`src/rtl/mem_arb_pkg.sv`:
```
// Shared types and constants for the multi-channel arbitrated memory.
// Default geometry, request payload layout and pointer sizing helper.
package mem_arb_pkg;

    localparam int unsigned DATA_WIDTH = 16;
    localparam int unsigned DATA_DEPTH = 64;
    localparam int unsigned CH_COUNT   = 2;
    localparam int unsigned ADDR_W     = $clog2(DATA_DEPTH);
    localparam int unsigned BE_WIDTH   = DATA_WIDTH / 8;

    typedef struct packed {
        logic                  wr_rd;
        logic [ADDR_W-1:0]     addr;
        logic [DATA_WIDTH-1:0] wr_data;
        logic [BE_WIDTH-1:0]   be;
    } req_t;

    // A single channel still needs a one-bit pointer register.
    function automatic int unsigned ptr_width(input int unsigned n);
        return (n > 1) ? $clog2(n) : 1;
    endfunction

endpackage

```
`src/rtl/mem_arb_mc_rr_arbiter.sv`:
```
// Round-robin arbiter: first requester at or after ptr (with wrap) wins,
// and the pointer moves just past the winner.
module rr_arbiter
    import mem_arb_pkg::*;
#(
    parameter  int unsigned NUM_CH = 2,
    localparam int unsigned PW     = ptr_width(NUM_CH)
) (
    input  logic [NUM_CH-1:0] req,
    input  logic [PW-1:0]     ptr,
    output logic [NUM_CH-1:0] grant_c,
    output logic [PW-1:0]     ptr_next_c
);

    logic        found;
    int unsigned idx;

    always_comb begin
        grant_c    = '0;
        ptr_next_c = ptr;
        found      = 1'b0;
        idx        = 0;
        for (int unsigned i = 0; i < NUM_CH; i++) begin
            idx = (32'(ptr) + i) % NUM_CH;
            if (!found && req[PW'(idx)]) begin
                found              = 1'b1;
                grant_c[PW'(idx)]  = 1'b1;
                ptr_next_c         = PW'((idx + 1) % NUM_CH);
            end
        end
    end

endmodule

```
`src/rtl/mem_arb_mc.sv`:
```
// Single-port byte-writable memory shared by NUM_CH valid/ready requesters,
// round-robin arbitrated, with one-cycle registered read responses.
module mem_arb_mc
    import mem_arb_pkg::*;
#(
    parameter int unsigned WIDTH      = DATA_WIDTH,
    parameter int unsigned DEPTH      = DATA_DEPTH,
    parameter int unsigned NUM_CH     = CH_COUNT,
    parameter int unsigned ADDR_WIDTH = $clog2(DEPTH)
) (
    input  logic                         clk,
    input  logic                         rst,
    input  logic [NUM_CH-1:0]            valid_i,
    output logic [NUM_CH-1:0]            ready_o,
    input  logic [NUM_CH-1:0]            wr_rd_i,
    input  logic [NUM_CH*ADDR_WIDTH-1:0] addr_i,
    input  logic [NUM_CH*WIDTH-1:0]      wr_data_i,
    input  logic [NUM_CH*(WIDTH/8)-1:0]  be_i,
    output logic [WIDTH-1:0]             rd_data_o,
    output logic [NUM_CH-1:0]            rd_valid_o,
    output logic                         err_o
);

    localparam int unsigned BW = WIDTH / 8;
    localparam int unsigned PW = ptr_width(NUM_CH);

    logic [PW-1:0]         ptr;
    logic [PW-1:0]         ptr_next_c;
    logic [NUM_CH-1:0]     grant_c;
    logic                  xfer_c;
    logic                  in_range_c;
    logic                  sel_wr_c;
    logic [ADDR_WIDTH-1:0] sel_addr_c;
    logic [WIDTH-1:0]      sel_data_c;
    logic [BW-1:0]         sel_be_c;
    logic [WIDTH-1:0]      mem [DEPTH];

    rr_arbiter #(.NUM_CH(NUM_CH)) u_arb (
        .req        (valid_i),
        .ptr        (ptr),
        .grant_c    (grant_c),
        .ptr_next_c (ptr_next_c)
    );

    assign ready_o    = rst ? '0 : grant_c;
    assign xfer_c     = |grant_c;
    assign in_range_c = 32'(sel_addr_c) < DEPTH;

    // Payload of the granted channel; grant is one-hot so at most one hit.
    always_comb begin
        sel_wr_c   = 1'b0;
        sel_addr_c = '0;
        sel_data_c = '0;
        sel_be_c   = '0;
        for (int unsigned c = 0; c < NUM_CH; c++) begin
            if (grant_c[c]) begin
                sel_wr_c   = wr_rd_i[c];
                sel_addr_c = addr_i[c*ADDR_WIDTH +: ADDR_WIDTH];
                sel_data_c = wr_data_i[c*WIDTH +: WIDTH];
                sel_be_c   = be_i[c*BW +: BW];
            end
        end
    end

    always_ff @(posedge clk or posedge rst) begin
        if (rst) begin
            for (int unsigned i = 0; i < DEPTH; i++) begin
                mem[ADDR_WIDTH'(i)] <= '0;
            end
            ptr        <= '0;
            rd_data_o  <= '0;
            rd_valid_o <= '0;
            err_o      <= 1'b0;
        end else begin
            rd_valid_o <= '0;
            err_o      <= 1'b0;
            if (xfer_c) begin
                ptr   <= ptr_next_c;
                err_o <= !in_range_c;
                if (sel_wr_c) begin
                    if (in_range_c) begin
                        for (int unsigned b = 0; b < BW; b++) begin
                            if (sel_be_c[b]) begin
                                mem[sel_addr_c][8*b +: 8] <= sel_data_c[8*b +: 8];
                            end
                        end
                    end
                end else begin
                    rd_valid_o <= grant_c;
                    rd_data_o  <= in_range_c ? mem[sel_addr_c] : '0;
                end
            end
        end
    end

endmodule

```
`config.mk`:
```
export PLATFORM = sky130hd
export DESIGN_NAME = mem_arb_mc
export DESIGN_NICKNAME = d
export VERILOG_FILES = /design/src/rtl/mem_arb_pkg.sv /design/src/rtl/mem_arb_mc_rr_arbiter.sv /design/src/rtl/mem_arb_mc.sv
export SDC_FILE = /design/constraint.sdc
export NUM_CORES = 2
export LEC_CHECK = 0
export CAP_MARGIN = 0
export CORE_MARGIN = 2
export CORE_UTILIZATION = 42
export CTS_BUF_LIST = sky130_fd_sc_hd__clkbuf_4 sky130_fd_sc_hd__clkbuf_8
export DETAILED_ROUTE_END_ITERATION = 8
export PLACE_DENSITY = 0.65
export SYNTH_ARGS = -nofsm -noshare
export SYNTH_HDL_FRONTEND = slang
export SYNTH_HIERARCHICAL = 1
export SYNTH_SLANG_ARGS = --single-unit
```
`constraint.sdc`:
```
create_clock -name clk -period 34.3 [get_ports clk]
set_input_delay 6.86 -clock clk [delete_from_list [all_inputs] [get_ports clk]]
set_output_delay 6.86 -clock clk [all_outputs]
set_load 0.005 [all_outputs]
```
==> out/qor.log <==
[power_and_ir_drop] peak supply drop 0.0401 mV
[global_routing] total congestion overflow 0
[placed_design] DP Worst Slack 18.63 ns
[min_path] number of instances on the worst hold path 2
[critical_path] worst reg2reg path depth 14
[yosys] ys flop type dfrtp_1
[power_and_ir_drop] static leakage 0.0227 uW
[sta] Max Freq 63.8 MHz
[sta] Setup Skew 0.0517 ns
[yosys] largest family of logic cells by synthesized area compound AO/OA/AOI/OAI gates
[critical_path] data arrival time at the worst-slack endpoint 8.81 ns
[drt] Wirelength per Cell 21.4 microns
[critical_path] Setup crit end kind primary output
[global_routing] first-pass GRT wire length 207000 microns
[yosys] async set-reset flop share out of synthesis 1.00
[placed_design] Placed Area 47200 sq um
[clock_network] Reg clk slew, reported paths 0.06 ns
[global_routing] via count of the first global-routing pass 33608
[yosys] count of different cell masters after synthesis 66
[global_routing] initial antenna violation count 5
[critical_path] reg-to-reg critical path startpoint ptr
[floorplan] Initial Utilization 0.425
[sta] count of pins over their slew limit 0
[yosys] synthesized netlist net count 4830
[floorplan] height of the chip 333 microns
[floorplan] standard-cell rows 120
[final_layout] number of standard cells in the final layout excluding fillers 6241
[yosys] post-synthesis simple-gate area fraction 0.124
[clock_network] hold buffer count at cts 0
[yosys] number of flops mapped to enable cells by yosys 0
[global_routing] largest net degree at the start of global routing 192
[sta] final hold viol count 0
[floorplan] ports placed on the boundary 75
[status] result of the run complete, no violations
[drt] Detailed Route WL 134000 microns
[final_layout] final std cell area, no fill 50800 sq um
[drt] via density per instance 5.66
[yosys] Yosys warnings 6
[global_routing] Tot GR Track Use 0.240
[yosys] synth top area cells dfrtp_1 57%, o21ai_0 11%, nand2_1 9.4%
[drt] Remaining DRCs 0
[drt] number of nets with antenna violations after routing 0
[yosys] fraction of the mapped netlist area in compound gates 0.192
[min_path] Min-Delay Endpoint mem[839]
[sta] Least-Margin Pin Slew 1.21 ns
[clock_network] CTS tree yes
[final_layout] Nets 4763
[sta] final worst slack 18.63 ns
[clock_network] number of H-tree branching levels 4
[min_path] worst hold-check path type reg2reg
[clock_network] number of buffers inserted by post-CTS setup repair 0
[clock_network] cts bufs inserted 172
[critical_path] critical path peak fanout 49
[placed_design] number of placed instances, taps included 5938
[yosys] xor and xnor fraction of the mapped netlist area 0
[critical_path] Crit path required time 27.44 ns
[drt] DRT Pass-1 Iters 7
[yosys] average footprint of a synthesized cell 9.54 sq um
[floorplan] area enclosed by the die boundary 111000 sq um
[drt] via count 35303
[sta] total setup violations reported at the end of the flow 0
[sta] final clock period utilization by the worst path 0.457
[floorplan] core area 107000 sq um
[placed_design] routability congestion estimate from global placement 0.856
[final_layout] area grow syn2layout 11.4%
[yosys] Cells after Synth 4776
[yosys] mux contribution to synthesized area 0.0744
[run] max capacitance violation total 0
[yosys] fraction of the mapped netlist area in adder cells 0
[clock_network] number of buffers on the longest clock path 3
[sta] relative slew slack 0.191
[yosys] sequential cell area fraction in the yosys report 0.573
[sta] post-layout min period 15.67 ns
[yosys] top cell type by total area after synthesis dfrtp_1
[clock_network] sink count of the clock tree 1043
[placed_design] estimated wirelength of the detail-placed design 78100 microns
[drt] 1st-iter DRT viols 3428
[yosys] synthesis-stage register bit count 1043
[yosys] post-synthesis instance area 45600 sq um
[final_layout] share of cells above drive strength 1 0.0904
[critical_path] critical setup path kind in2out
[floorplan] chip width 333 microns
[power_and_ir_drop] ratio of total power to cell area 62.3 nW/um^2
[sta] Total Negative Setup Slacks 0 ns
[sta] RSZ-0062 raised after global routing no
[placed_design] number of buffers inserted by port buffering 73
[clock_network] post-CTS sizing 0
[clock_network] clock tree root driver cell clkbuf_8
[clock_network] Worst-Skew Late Latency 0.86 ns
[critical_path] Worst R2R Setup Slack 28.42 ns
[yosys] fraction of synthesized cell area taken by the top area cell type 0.573
[critical_path] startpoint type of the worst setup path input pin
[min_path] Hold Startpoint mem[839]
[critical_path] Crit Reg-Reg Endpoint rd_data_o[8]
-- per-layer routing --
metal	track usage	vias up	share of wire
met4	0.0910	2	0.033
met5	0	-	0.000097
li1	-	16535	-
met1	0.343	17176	0.45
met3	0.0494	283	0.077
met2	0.360	1307	0.44
-- worst max path at each step --
stage,startpoint,to,slack [ns],cells past startpoint
after floorplan,rst,mem[0],13.06,1
after global placement,valid_i[1],ready_o[1],18.60,5
final,valid_i[1],ready_o[1],18.63,5
after CTS,valid_i[1],ready_o[1],18.63,5
after global routing,valid_i[1],ready_o[1],18.53,5
after detailed placement,valid_i[1],ready_o[1],18.63,5
-- sequential cells by signal, summed over array words and instances, names as in the netlist --
register    flops
mem          1024
rd_valid_o      2
rd_data_o      16
ptr             1
-- report_power, final --
group	leakage, uW	switching, uW	total [uW]	internal (uW)
combinational	0.00651	393	585	191
sequential	0.0143	83.7	1460	1370
clock	0.00187	504	1120	617
total	0.0227	981	3160	2180
-- worst max-delay path, cell delays in order --
cell and delay [ns]:
clkdlybuf4s50_1 0.50, a21boi_4 0.17, buf_4 0.55, nor2b_1 0.20, clkdlybuf4s50_1 0.50
-- per-stage QoR --
| stage | hold slack (ns) | util | power [uW] |
|---|---|---|---|
| after floorplan | 0.443 | - | 1840 |
| after global placement | 0.455 | 0.440 | 2040 |
| after detailed placement | 0.465 | 0.440 | 2060 |
| after CTS | 0.478 | 0.473 | 3180 |
| after global routing | 0.494 | 0.473 | 3300 |
| final | 0.475 | 0.473 | 3160 |
-- final cells by class --
class	instances	area [sq um]
well taps	1403	1760
inverters	2	11.3
diodes	4	10.0
flip-flops and latches	1043	26100
clock inverters	20	153
repair buffers	146	1340
clock buffers	279	3360
fillers	10072	56600
multi-input cells	3344	18000
-- cell usage after synthesis, types with 4 or more instances --
library cell and count:
o41ai_1 7, nor4_1 11, a31oi_1 4, clkbuf_1 259
nand2_1 1142, buf_1 27, nor2_1 172, o21a_1 11
o32a_1 13, o2111ai_1 5, o22ai_1 169, a211oi_1 4
nor3_2 16, mux2_2 5, a221oi_1 33, buf_2 78
nand3_1 34, mux2i_1 330, a21oi_1 221, dfrtp_1 1043
nor3_1 10, nor2b_1 6, a22o_1 23, o21ai_0 1004
a22oi_1 37, a221o_1 6, a222oi_1 10, nand4_1 11
o22a_1 7, buf_4 22
-- cells in the final DEF, fill, tap and decap left out, types with 33 or more instances in the layout --
master / n
a221oi_1: 33
nor2_1: 161
a21oi_1: 221
mux2i_1: 330
o21ai_0: 1004
nand2_1: 1142
nand3_1: 34
dfrtp_1: 1043
clkbuf_8: 202
clkdlybuf4s50_1: 73
clkbuf_4: 77
o22ai_1: 169
buf_4: 68
-- kinds of logic after synthesis --
| group | after synthesis |
|---|---|
| mux | 338 |
| simple gates | 1426 |
| buf+inv | 389 |
| compound gates | 1579 |
| flops | 1043 |
| other cells | 1 |
Note: power is estimated with default switching activity, not from simulation.
